`src/rtl/hand_command_filter.sv`:
```
// Blob-count debouncer: per-frame popcount (1 cycle) then a registered lock FSM (command 2 cycles after valid_in).
// No backpressure: every valid_in strobe is one frame and is always accepted.
module hand_command_filter #(
  parameter int NUM_BLOBS      = 5,
  parameter int CNT_W          = $clog2(NUM_BLOBS + 1),
  parameter int STABLE_FRAMES  = 4,
  parameter int TIMEOUT_CYCLES = 0,
  parameter bit EMIT_ZERO      = 1'b1
) (
  input  logic                 clk_in,
  input  logic                 rst_in,
  input  logic                 valid_in,
  input  logic [NUM_BLOBS-1:0] data_in,
  output logic [CNT_W-1:0]     count_out,
  output logic                 count_valid_out,
  output logic [CNT_W-1:0]     cmd_out,
  output logic                 cmd_valid_out,
  output logic                 cmd_locked_out
);

  localparam int RUN_W = 8;
  localparam int TO_W  = (TIMEOUT_CYCLES > 0) ? $clog2(TIMEOUT_CYCLES + 1) : 1;
  localparam logic [RUN_W-1:0] STABLE = RUN_W'(STABLE_FRAMES);

  typedef enum logic [1:0] {
    ST_IDLE   = 2'd0,
    ST_TRACK  = 2'd1,
    ST_LOCKED = 2'd2
  } state_t;

  logic [CNT_W-1:0] w_popcnt;
  logic [CNT_W-1:0] r_count;
  logic             r_count_vld;

  state_t           r_state, w_state_n;
  logic [CNT_W-1:0] r_cand, w_cand_n;
  logic [RUN_W-1:0] r_run, w_run_n;
  logic             r_last, w_last_n;
  logic [CNT_W-1:0] r_cmd, w_cmd_n;
  logic             r_cmd_vld, w_cmd_vld_n;
  logic             r_locked, w_locked_n;
  logic             w_eval;
  logic             w_issue;
  logic             w_to_fire;

  always_comb begin
    w_popcnt = '0;
    for (int i = 0; i < NUM_BLOBS; i++) begin
      w_popcnt = w_popcnt + CNT_W'(data_in[i]);
    end
  end

  always_ff @(posedge clk_in or posedge rst_in) begin
    if (rst_in) begin
      r_count     <= '0;
      r_count_vld <= 1'b0;
    end else begin
      r_count_vld <= valid_in;
      if (valid_in) begin
        r_count <= w_popcnt;
      end
    end
  end

  // Idle counter saturates at the limit so a long silence fires the timeout only once.
  generate
    if (TIMEOUT_CYCLES > 0) begin : g_timeout
      logic [TO_W-1:0] r_to_cnt;
      always_ff @(posedge clk_in or posedge rst_in) begin
        if (rst_in) begin
          r_to_cnt <= '0;
        end else if (valid_in) begin
          r_to_cnt <= '0;
        end else if (r_to_cnt != TO_W'(TIMEOUT_CYCLES)) begin
          r_to_cnt <= r_to_cnt + 1'b1;
        end
      end
      assign w_to_fire = !valid_in && (r_to_cnt == TO_W'(TIMEOUT_CYCLES - 1));
    end else begin : g_no_timeout
      assign w_to_fire = 1'b0;
    end
  endgenerate

  always_comb begin
    w_state_n   = r_state;
    w_cand_n    = r_cand;
    w_run_n     = r_run;
    w_last_n    = r_last;
    w_cmd_n     = r_cmd;
    w_cmd_vld_n = 1'b0;
    w_locked_n  = r_locked;
    w_eval      = 1'b0;
    w_issue     = 1'b0;
    if (r_count_vld) begin
      case (r_state)
        ST_IDLE: begin
          w_cand_n  = r_count;
          w_run_n   = RUN_W'(1);
          w_state_n = ST_TRACK;
          w_eval    = 1'b1;
        end
        ST_TRACK: begin
          if (r_count == r_cand) begin
            if (r_run < STABLE) begin
              w_run_n = r_run + 1'b1;
            end
          end else begin
            w_cand_n = r_count;
            w_run_n  = RUN_W'(1);
          end
          w_eval = 1'b1;
        end
        ST_LOCKED: begin
          if (r_count != r_cand) begin
            w_cand_n   = r_count;
            w_run_n    = RUN_W'(1);
            w_state_n  = ST_TRACK;
            w_locked_n = 1'b0;
            w_eval     = 1'b1;
          end
        end
        default: begin
          w_state_n = ST_IDLE;
        end
      endcase
      if (w_eval && (w_run_n == STABLE)) begin
        w_issue = (!r_last || (w_cand_n != r_cmd)) && (EMIT_ZERO || (w_cand_n != '0));
        // A command due right after a pulse waits in TRACK (run saturated) for the next equal frame.
        if (!(w_issue && r_cmd_vld)) begin
          w_state_n  = ST_LOCKED;
          w_locked_n = 1'b1;
          if (w_issue) begin
            w_cmd_n     = w_cand_n;
            w_cmd_vld_n = 1'b1;
            w_last_n    = 1'b1;
          end
        end else begin
          w_state_n = ST_TRACK;
        end
      end
    end else if (w_to_fire) begin
      w_state_n  = ST_IDLE;
      w_run_n    = '0;
      w_last_n   = 1'b0;
      w_locked_n = 1'b0;
    end
  end

  always_ff @(posedge clk_in or posedge rst_in) begin
    if (rst_in) begin
      r_state   <= ST_IDLE;
      r_cand    <= '0;
      r_run     <= '0;
      r_last    <= 1'b0;
      r_cmd     <= '0;
      r_cmd_vld <= 1'b0;
      r_locked  <= 1'b0;
    end else begin
      r_state   <= w_state_n;
      r_cand    <= w_cand_n;
      r_run     <= w_run_n;
      r_last    <= w_last_n;
      r_cmd     <= w_cmd_n;
      r_cmd_vld <= w_cmd_vld_n;
      r_locked  <= w_locked_n;
    end
  end

  assign count_out       = r_count;
  assign count_valid_out = r_count_vld;
  assign cmd_out         = r_cmd;
  assign cmd_valid_out   = r_cmd_vld;
  assign cmd_locked_out  = r_locked;

endmodule

```
`config.mk`:
```
export PLATFORM = sky130hd
export DESIGN_NAME = hand_command_filter
export DESIGN_NICKNAME = d
export VERILOG_FILES = /design/src/rtl/hand_command_filter.sv
export SDC_FILE = /design/constraint.sdc
export NUM_CORES = 1
export LEC_CHECK = 0
export BUFFER_PORTS_ARGS = -buffer_cell sky130_fd_sc_hd__buf_2
export CORE_MARGIN = 2
export CORE_UTILIZATION = 45
export CTS_CLUSTER_SIZE = 40
export DETAILED_ROUTE_END_ITERATION = 6
export SETUP_SLACK_MARGIN = 0.3
export SLEW_MARGIN = 15
export SYNTH_ARGS = -nofsm -noshare
export SYNTH_HDL_FRONTEND = slang
export SYNTH_SLANG_ARGS = --single-unit
```
`constraint.sdc`:
```
create_clock -name clk_in -period 3.7 [get_ports clk_in]
set_clock_uncertainty 0.2 [all_clocks]
set_input_delay 0.555 -clock clk_in [delete_from_list [all_inputs] [get_ports clk_in]]
set_output_delay 0.555 -clock clk_in [all_outputs]
set_load 0.02 [all_outputs]
```
==> key figures, run 1 <==
Final layout
  • Area growth syn-to-layout: 9.71%
  • Fin nets: 140
  • Fillers: 258
  • Layout cells sized above 1: 0.323
  • Register area: 576 um^2
  • Multi-input gate area: 687 um^2
  • Antenna cells: 0
  • Final Util: 0.518

Floorplanning
  • FP Rows: 19
  • Core area: 2760 um^2
  • Total Die Area: 3340 um^2
  • Num ports: 17
  • Initial Utilization: 0.472
  • Die Ht: 57.8 um
  • Die Wd: 57.8 um

Synthesis
  • Post-synthesis xor/xnor area fraction: 0.0375
  • Syn_area_per_cell: 11.8 um^2
  • Register area share after synthesis: 0.442
  • Largest family of logic cells by synthesized area: simple AND/OR/NAND/NOR gates
  • Synthesized cell area: 1300 um^2
  • Compound-Gate Fraction of Synth Area: 0.0846
  • Synth area leaders: dfrtp_1 44%, mux2_2 6.9%, xnor2_2 3.8%, nor2b_1 3.4%, nor4_4 3.3%
  • Number of synthesized register bits: 23
  • EDFF count, synth: 0
  • Synth warnings: 0
  • Synth unique cells: 42
  • Post-Synth Adder-Cell Area: 0.0500
  • Post-synthesis mux area share: 0.122
  • Yosys top cell area share: 0.442
  • Async S/R FF share, synth: 1.00
  • Post-Synth Simple-Gate Area: 0.234
  • Synth Flop Type: dfrtp_1
  • Area leader, netlist: dfrtp_1
  • Post-Syn Instances: 110
  • Net Count, Synth: 122

Global route
  • Initial antenna violation count: 0
  • First-pass GRT wire length: 4.18 mm
  • Vias in the first global route: 970
  • GRT overflow: 0
  • Total GRT Usage: 0.164
  • Largest net degree at the start of global routing: 24

Critical path
  • CP max FO: 4
  • Cell repeated most along the worst path: nor4_4
  • Worst-path cell chain: or3_4, nor4_4, o211ai_1, a22o_1, nor4_4, mux2_4
  • Worst Setup Path Type: flip-flop to flip-flop
  • Critical path required time: 3.71 ns
  • Crit-path slowest cell: dfrtp_1
  • Critical Path AT: 2.56 ns
  • Max incr delay on CP: 0.42 ns
  • Type of origin of the critical path: flip-flop
  • CP endpoint kind: flip-flop

STA
  • RSZ-0062 raised after global routing: false
  • Period minus WS final: 2.55 ns
  • Worst slew pin tran: 0.866 ns
  • Tcrit/Tclk final: 0.688
  • Worst rel slew slack: 0.422
  • Final TNS setup: 0 ns
  • Final setup fails: 0
  • Final Hold Fails: 0
  • Max Slew Vio Count: 0
  • Max frequency: 393 MHz

CTS
  • Clk pin slew, worst setup/hold paths: 0.13 ns
  • Root Buffer: clkbuf_4
  • CTS buffer count: 3
  • Clk_lat worst skew: 0.31 ns
  • CTS Hold Bufs: 0
  • CTS tree: yes
  • Clock Sinks: 23
  • Setup bufs post-CTS: 0
  • Clock buffer depth: 2
  • CTS H-tree lvls: 1
  • PostCTS Resize Cnt: 0

Min path
  • Hold Path Class: primary input to asynchronous set/reset pin

Place
  • PortBufs: 16
  • GPL Wtd Cong: 0.841
  • DP Wirelength: 1.89 mm

Routing
  • Pre-Repair DR Iteration Count: 4
  • DRT iter0 DRCs: 19
  • Post-DR vias/cell: 5.64
  • DRC Markers: 0
  • Vias: 891
  • Final ANT Viol Nets: 0
  • WL/cell: 15.3 um
  • WL final: 2.42 mm

Power
  • PD cells: 473 nW/um^2
  • Leak: 0.658 nW
  • Maximum vdd drop: 0.309 mV

Outcome
  • Status: finished, final reports clean

Flow run
  • Max-cap violations: 0
[layout by cell type, fill, tap and decap left out, types with 2 or more instances in the layout]
cell type | netlist | final
buf_2 | 1 | 16
nor3_1 | 2 | 2
clkbuf_4 | 0 | 3
nand3_1 | 3 | 3
ha_1 | 2 | 2
a21oi_1 | 2 | 2
nor2_1 | 2 | 2
fa_1 | 2 | 2
xnor2_2 | 3 | 3
o21ai_0 | 5 | 5
nor2b_1 | 7 | 7
dfrtp_1 | 23 | 23
mux2_2 | 8 | 8
and2_1 | 5 | 5
inv_1 | 5 | 5
nand2_1 | 9 | 9
nor4_4 | 2 | 2
mux2i_1 | 4 | 4
[flip-flops by register name, summed over array words and instances, names as in the netlist]
| name | flops |
|---|---|
| r_run | 8 |
| cmd_out | 3 |
| count_out | 3 |
| r_cand | 3 |
| r_state | 2 |
| cmd_locked_out | 1 |
| cmd_valid_out | 1 |
| count_valid_out | 1 |
| r_last | 1 |
[per-stage QoR]
stage | hold slack, ns | setup slack [ns] | std cells | instance area [um^2] | total power, mW
finish | 0.202 | 1.15 | 158 | 1430 | 0.676
detailed placement | 0.255 | 1.20 | 154 | 1400 | 0.568
global route | 0.190 | 0.948 | 158 | 1430 | 0.721
CTS | 0.200 | 1.16 | 158 | 1430 | 0.685
global placement | 0.245 | 1.24 | 154 | 1400 | 0.562
floorplan | 0.225 | 1.33 | 110 | 1300 | 0.508
[Yosys cell counts (all sizes together) (2+ instances only)]
cell    n
inv     5
dfrtp  23
ha      2
nand3   3
a21oi   2
and2    6
nor4    3
fa      2
nor3b   2
xnor2   3
nand4   2
buf     2
nor3    3
nand2   9
mux2    9
nor2    2
nor2b   7
mux2i   5
o21ai   5
[area by class of cell]
cell class                 instances  share of cell area
multi-input combinational         79               0.481
sequential                        23               0.403
timing repair buffer              16              0.0561
tap                               31              0.0272
clock buffer                       3              0.0158
inverter                           5              0.0131
clock inverter                     1             0.00351
[power breakdown]
group | total (mW) | switching (mW) | internal (mW) | leakage [nW]
combinational | 0.220 | 0.118 | 0.102 | 0.341
sequential | 0.340 | 0.0532 | 0.287 | 0.299
clock | 0.116 | 0.0754 | 0.0404 | 0.0177
[kinds of logic (layout without fill, tap and decap cells)]
kind of cell | count (synthesis) | in the layout
simple gates | 42 | 42
fa+ha+maj | 4 | 4
xor+xnor | 3 | 3
buf+inv | 8 | 25
flops | 23 | 23
compound gates | 16 | 16
mux | 14 | 14
[final timing paths]
| check | start | end | slack, ns | depth (start not counted) |
|---|---|---|---|---|
| worst min register to register | cmd_locked_out | cmd_locked_out | 0.28 | 2 |
| worst max-delay path | r_run[6] | cmd_out[2] | 1.15 | 6 |
| min in group clk_in | valid_in | count_valid_out | 0.21 | 1 |
| worst min-delay path | rst_in | r_run[1] | 0.20 | 2 |
| worst max register to register | r_run[6] | cmd_out[2] | 1.15 | 6 |
| max in group asynchronous | rst_in | count_out[0] | 2.57 | 2 |
[critical path, delay by kind of cell (launching register included)]
kind            cells  cell delay, ns
simple gates        3            0.98
mux                 1            0.33
compound gates      2            0.52
flops               1            0.42
[routing by layer]
metal / track usage / up-vias / share of wire
met2: 0.286 / 14 / 0.51
met4: 0.0864 / 0 / 0.015
li1: - / 432 / -
met1: 0.197 / 441 / 0.45
met3: 0.0201 / 4 / 0.023
met5: 0 / - / 0
Note: power is estimated with default switching activity, not from simulation.
==> run 2, diff against run 1 <==
==> constraint.sdc (replaced) <==
create_clock -name clk_in -period 2.5 [get_ports clk_in]
set_clock_uncertainty 0.2 [all_clocks]
set_input_delay 0.375 -clock clk_in [delete_from_list [all_inputs] [get_ports clk_in]]
set_output_delay 0.375 -clock clk_in [all_outputs]
set_load 0.02 [all_outputs]
==> run 2 against run 1 <==
- sequential share of layout area decreased by 3.3 points
- die area unchanged
- global-route usage increased by 0.74 points
- clock power increased by 47%
- flip-flop and latch count unchanged
- via count increased by 6.4%
- non-clock buffer count increased by 12
- highest routed layer unchanged
==> key figures, run 2 (synthesis results as in run 1) <==
STA
  • Tcrit/Tclk final: 0.964 (was 0.688)
  • Final TNS setup: 0 ns (unchanged)
  • Final Hold Fails: 0 (unchanged)
  • Max Slew Vio Count: 0 (unchanged)
  • Worst rel slew slack: 0.671 (was 0.422)
  • Max frequency: 415 MHz (was 393 MHz)
  • Worst slew pin tran: 0.493 ns (was 0.866 ns)
  • RSZ-0062 raised after global routing: true (was false)
  • Min setup slack post-route: 0.0903 ns (was 1.15 ns)
  • Period minus WS final: 2.41 ns (was 2.55 ns)
  • Final setup fails: 0 (unchanged)
  • Worst hold slack: 0.289 ns (was 0.202 ns)

CTS
  • CTS H-tree lvls: 1 (unchanged)
  • Root Buffer: clkbuf_4 (unchanged)
  • CTS tree: yes (unchanged)
  • CTS buffer count: 3 (unchanged)
  • Clk_lat worst skew: 0.31 ns (about the same)
  • Clk pin slew, worst setup/hold paths: 0.13 ns (about the same)
  • Clock Sinks: 23 (unchanged)
  • Clock buffer depth: 2 (unchanged)

Routing
  • DRC Markers: 0 (unchanged)
  • DRT iter0 DRCs: 39 (was 19)
  • Final ANT Viol Nets: 0 (unchanged)
  • Pre-Repair DR Iteration Count: 4 (unchanged)
  • Post-DR vias/cell: 5.58 (was 5.64)
  • WL/cell: 15.2 um (was 15.3 um)
  • WL final: 2.58 mm (was 2.42 mm)
  • Vias: 948 (was 891)

Critical path
  • Worst-path cell chain: or3_4, nor4_4, o211ai_1, a22o_1, or4b_4, a21boi_1 (was or3_4, nor4_4, o211ai_1, a22o_1, nor4_4, mux2_4)
  • Critical Path AT: 2.42 ns (was 2.56 ns)
  • Critical path required time: 2.51 ns (was 3.71 ns)
  • CP Buf/Inv Count: 0 (unchanged)
  • Crit-path slowest cell: or4b_4 (was dfrtp_1)
  • Worst Setup Path Type: flip-flop to flip-flop (unchanged)
  • Type of origin of the critical path: flip-flop (unchanged)
  • CP endpoint kind: flip-flop (unchanged)
  • Crit path max-delay family: simple AND/OR/NAND/NOR gates (unchanged)
  • CP max FO: 4 (unchanged)
  • Max incr delay on CP: 0.51 ns (was 0.42 ns)

Min path
  • Hold Path Class: primary input to flip-flop (was primary input to asynchronous set/reset pin)

Power
  • Combinational group share of total power: 0.357 (was 0.325)
  • Maximum vdd drop: 0.566 mV (was 0.309 mV)
  • P_int: 676 uW (was 429 uW)
  • Leak: 0.718 nW (was 0.658 nW)
  • PD cells: 679 nW/um^2 (was 473 nW/um^2)
  • Net Sw Power: 388 uW (was 247 uW)
  • Switching Share: 0.365 (about the same)
  • Clock power frac: 0.161 (was 0.171)
  • Sequential Power Share: 0.483 (was 0.504)

Flow run
  • Max-cap violations: 0 (unchanged)

Global route
  • First-pass GRT wire length: 4.35 mm (was 4.18 mm)
  • Vias in the first global route: 888 (was 970)
  • Initial antenna violation count: 0 (unchanged)
  • Total GRT Usage: 0.171 (was 0.164)
  • GRT overflow: 0 (unchanged)
  • Largest net degree at the start of global routing: 14 (was 24)

Final layout
  • Final Cell Area: 1570 um^2 (was 1430 um^2)
  • Largest Register: r_run (unchanged)
  • Antenna cells: 0 (unchanged)
  • Fin nets: 152 (was 140)
  • Fillers: 238 (was 258)
  • Post-route insts no fill: 170 (was 158)
  • Most common cell after layout, fill and taps aside: dfrtp_1 (unchanged)
  • Layout cells sized above 1: 0.396 (was 0.323)
  • Max reg flops: 8 (unchanged)
  • Area growth syn-to-layout: 20.4% (was 9.71%)
  • Commonest cells after routing, fill and taps aside: 20 x dfrtp_1, 16 x buf_2, 9 x nand2_1, 9 x buf_4, 8 x mux2_2 (was 23 x dfrtp_1, 16 x buf_2, 9 x nand2_1)

Place
  • DP Worst Slack: 0.123 ns (was 1.20 ns)
  • GPL Wtd Cong: 0.860 (was 0.841)
  • DP Wirelength: 1.97 mm (was 1.89 mm)
  • Placed Area: 1460 um^2 (was 1400 um^2)
  • Post-placement cell count: 161 (was 154)
  • PortBufs: 16 (unchanged)

Floorplanning
  • Die Ht: 57.8 um (unchanged)
  • Initial Utilization: 0.472 (unchanged)
  • Total Die Area: 3340 um^2 (unchanged)
  • Die Wd: 57.8 um (unchanged)
  • Num ports: 17 (unchanged)
  • Core area: 2760 um^2 (unchanged)
  • FP Rows: 19 (unchanged)

Outcome
  • Status: finished, final reports clean (unchanged)
run 2: changes by cell type in the layout (fill, tap and decap cells not counted), moves of 2 or more:
cell	change
dlygate4sd3_1	+2
xnor2_2	-2
dfrtp_2	+3
xnor2_4	+2
buf_4	+9
dfrtp_1	-3
run 2: layout make-up:
class                   count  area [um^2]  share of cell area
multi-input cells          79          723               0.462
flip-flops and latches     23          579               0.370
clock buffers               3         22.5              0.0144
repair buffers             28          179               0.114
clock inverters             1         5.00             0.00319
well taps                  31         38.8              0.0248
inverters                   5         18.8              0.0120
run 2: repair_timing:
action,in CTS,in global routing
setup buffers,1,2
setup endpoints to repair,6,7
pin swaps,2,3
hold buffers,1,1
endpoints found under the hold margin,12,1
gates cloned,0,0
gates resized for setup,3,2
run 2: path summary, 6_finish.rpt:
kind | startpoint | endpoint | slack, ns | depth (start not counted)
min | data_in[4] | count_out[0] | 0.29 | 3
min in group asynchronous | rst_in | r_run[5] | 0.41 | 3
max | r_run[3] | r_state[0] | 0.09 | 6
max in group asynchronous | rst_in | count_out[2] | 1.14 | 4
max reg2reg | r_run[3] | r_state[0] | 0.09 | 6
min reg2reg | cmd_locked_out | cmd_locked_out | 0.29 | 2
run 2: tightest hold or removal path, delay by kind of cell:
kind	cells	cell delay, ns
adder cells (fa/ha/maj)	1	0.17
buffers and inverters	1	0.09
multiplexers	1	0.14
run 2: metrics by stage:
stage	total power, mW	utilization
floorplan	0.756	-
global placement	0.845	0.530
detailed placement	0.854	0.530
CTS	1.07	0.557
global route	1.14	0.568
finish	1.06	0.568
run 2: power by group through the flow:
| stage | combinational (mW) | sequential, mW | clock [mW] |
|---|---|---|---|
| 2_1_floorplan | 0.233 | 0.523 | 0 |
| 3_3_place_gp | 0.339 | 0.506 | 0 |
| 3_5_place_dp | 0.345 | 0.510 | 0 |
| 4_1_cts | 0.371 | 0.515 | 0.183 |
| 5_1_grt | 0.414 | 0.524 | 0.200 |
| 6_report | 0.379 | 0.514 | 0.171 |
run 2: layer usage:
metal / GRT usage / vias to the layer above / share of wire
li1: - / 458 / -
met1: 0.247 / 461 / 0.46
met2: 0.263 / 27 / 0.47
met3: 0.0469 / 2 / 0.057
met4: 0.0299 / 0 / 0.0070
met5: 0 / - / 0
==> run 3, diff against run 2 <==
--- a/config.mk
+++ b/config.mk
@@ -10,6 +10,7 @@
 export CORE_UTILIZATION = 45
 export CTS_CLUSTER_SIZE = 40
 export DETAILED_ROUTE_END_ITERATION = 6
+export GPL_ROUTABILITY_DRIVEN = 0
 export SETUP_SLACK_MARGIN = 0.3
 export SLEW_MARGIN = 15
 export SYNTH_ARGS = -nofsm -noshare
==> constraint.sdc (replaced) <==
create_clock -name clk_in -period 2.74 [get_ports clk_in]
set_clock_uncertainty 0.2 [all_clocks]
set_input_delay 0.411 -clock clk_in [delete_from_list [all_inputs] [get_ports clk_in]]
set_output_delay 0.411 -clock clk_in [all_outputs]
set_load 0.02 [all_outputs]
==> run 3 against run 2 <==
- final cell count shrank 0.59%
- critical endpoint unchanged
- via count shrank 2.0%
- clock-buffer cell count increased by 1
- worst setup slack gained 0.19 ns
- sequential share of layout area grew 0.97 points
- clock power shrank 6%
- global-route usage up 1.7 points
- non-clock buffer count down 1
- register-to-register slack improved by 0.19 ns
- final area shrank 2.6%
- hold slack lost 0.23 ns
- sequential power shrank 12%
==> key figures, run 3 (synthesis results as in run 1) <==
Global route
  • Vias in the first global route: 999 (was 888)
  • Largest net degree at the start of global routing: 24 (was 14)
  • Met2 Usage GRT: 0.334 (was 0.263)
  • First-pass GRT wire length: 4.73 mm (was 4.35 mm)
  • Initial antenna violation count: 0 (unchanged)
  • Met3 usage: 0.0223 (was 0.0469)
  • Total GRT Usage: 0.188 (was 0.171)
  • GRT overflow: 0 (unchanged)
  • Met1 Usage GRT: 0.228 (was 0.247)
  • Gr busiest metal: met2 (unchanged)

Final layout
  • Commonest cells after routing, fill and taps aside: 20 x dfrtp_1, 16 x buf_2, 10 x buf_4 (was 20 x dfrtp_1, 16 x buf_2, 9 x nand2_1, 9 x buf_4, 8 x mux2_2)
  • Max reg flops: 8 (unchanged)
  • Post-route insts no fill: 169 (was 170)
  • Largest Register: r_run (unchanged)
  • Fin nets: 151 (was 152)
  • Multi-input gate area: 697 um^2 (was 723 um^2)
  • Antenna cells: 0 (unchanged)
  • Final Util: 0.554 (was 0.568)
  • Area growth syn-to-layout: 17.3% (was 20.4%)
  • Register area: 579 um^2 (unchanged)
  • Fillers: 238 (unchanged)
  • Most common cell after layout, fill and taps aside: dfrtp_1 (unchanged)
  • Layout cells sized above 1: 0.399 (was 0.396)

Routing
  • WL final: 2.58 mm (about the same)
  • Final ANT Viol Nets: 0 (unchanged)
  • WL/cell: 15.2 um (about the same)
  • Pre-Repair DR Iteration Count: 4 (unchanged)
  • DRT iter0 DRCs: 17 (was 39)
  • Vias: 929 (was 948)
  • Post-DR vias/cell: 5.50 (was 5.58)
  • DRC Markers: 0 (unchanged)

STA
  • Final Hold Fails: 0 (unchanged)
  • RSZ-0062 raised after global routing: true (unchanged)
  • Min setup slack post-route: 0.283 ns (was 0.0903 ns)
  • Period minus WS final: 2.46 ns (was 2.41 ns)
  • Final TNS setup: 0 ns (unchanged)
  • Worst rel slew slack: 0.418 (was 0.671)
  • Final setup fails: 0 (unchanged)
  • Worst slew pin tran: 0.872 ns (was 0.493 ns)
  • Max frequency: 407 MHz (was 415 MHz)
  • Tcrit/Tclk final: 0.897 (was 0.964)
  • Max Slew Vio Count: 0 (unchanged)

Min path
  • Hold Path Class: primary input to asynchronous set/reset pin (was primary input to flip-flop)

Critical path
  • Type of origin of the critical path: flip-flop (unchanged)
  • Worst Setup Path Type: flip-flop to flip-flop (unchanged)
  • CP max FO: 5 (was 4)
  • Critical Path AT: 2.47 ns (was 2.42 ns)
  • Critical path required time: 2.75 ns (was 2.51 ns)
  • CP endpoint kind: flip-flop (unchanged)

Floorplanning
  • Num ports: 17 (unchanged)
  • FP Rows: 19 (unchanged)
  • Core area: 2760 um^2 (unchanged)
  • Total Die Area: 3340 um^2 (unchanged)
  • Die Ht: 57.8 um (unchanged)
  • Die Wd: 57.8 um (unchanged)
  • Initial Utilization: 0.472 (unchanged)

CTS
  • Clock buffer depth: 2 (unchanged)
  • Clk_lat worst skew: 0.32 ns (was 0.31 ns)
  • CTS H-tree lvls: 1 (unchanged)
  • Clock Sinks: 23 (unchanged)
  • CTS buffer count: 3 (unchanged)
  • Root Buffer: clkbuf_4 (unchanged)
  • Clk pin slew, worst setup/hold paths: 0.13 ns (about the same)
  • CTS tree: yes (unchanged)

Power
  • Maximum vdd drop: 0.418 mV (was 0.566 mV)
  • Leak: 0.709 nW (was 0.718 nW)
  • PD cells: 644 nW/um^2 (was 679 nW/um^2)

Outcome
  • Status: finished, final reports clean (unchanged)

Flow run
  • Max-cap violations: 0 (unchanged)

Place
  • PortBufs: 16 (unchanged)
  • DP Wirelength: 1.97 mm (about the same)
  • Post-placement cell count: 157 (was 161)
  • DP Worst Slack: 0.202 ns (was 0.123 ns)
==> run 3: critical path, cell delays in order, from the launching register on <==
cell and delay, ns:
dfrtp_1 0.47, xnor2_2 0.24, nand4_4 0.17, o211ai_1 0.33, mux2i_2 0.19, or4b_4 0.57
a21boi_2 0.17
==> run 3: path summary, 6_finish.rpt <==
kind | startpoint | end | slack [ns] | cells past startpoint
worst max-delay path | r_cand[0] | r_state[0] | 0.28 | 6
worst min-delay path | rst_in | r_run[5] | 0.05 | 2
worst max register to register | r_cand[0] | r_state[0] | 0.28 | 6
worst min register to register | cmd_locked_out | cmd_locked_out | 0.28 | 2
max in group asynchronous | rst_in | r_state[1] | 1.69 | 2
min in group clk_in | valid_in | count_valid_out | 0.06 | 1
==> run 3: area by class of cell <==
cell class / instances / share of cell area
Clock buffer: 4 / 0.0172
Inverter: 5 / 0.0123
Multi-Input combinational cell: 79 / 0.457
Sequential cell: 23 / 0.380
Tap cell: 31 / 0.0254
Timing Repair Buffer: 27 / 0.109
==> run 3: timing repair <==
action / 4_1_cts / 5_1_grt
setup buffers: 8 / 0
gates resized for setup: 5 / 1
gates cloned: 0 / 0
hold buffers: 0 / 0
pin swaps: 5 / 0
setup endpoints to repair: 3 / 7
==> run 3: per-layer routing <==
layer	up-vias	routed length [um]
li1	454	-
met2	17	1340
met1	451	1100
met3	7	70
met4	0	60
met5	-	0
==> run 3: power breakdown <==
group | internal (mW) | switching [mW]
logic | 0.187 | 0.183
clock network | 0.0569 | 0.103
registers | 0.389 | 0.0635
total | 0.633 | 0.350
==> run 3: stage by stage <==
stage	power, mW	hold slack, ns	area, um^2
CTS	0.991	0.0465	1520
global placement	0.767	0.246	1420
finish	0.983	0.0547	1530
global route	1.06	0.0496	1530
floorplan	0.686	0.213	1300
detailed placement	0.775	0.253	1420
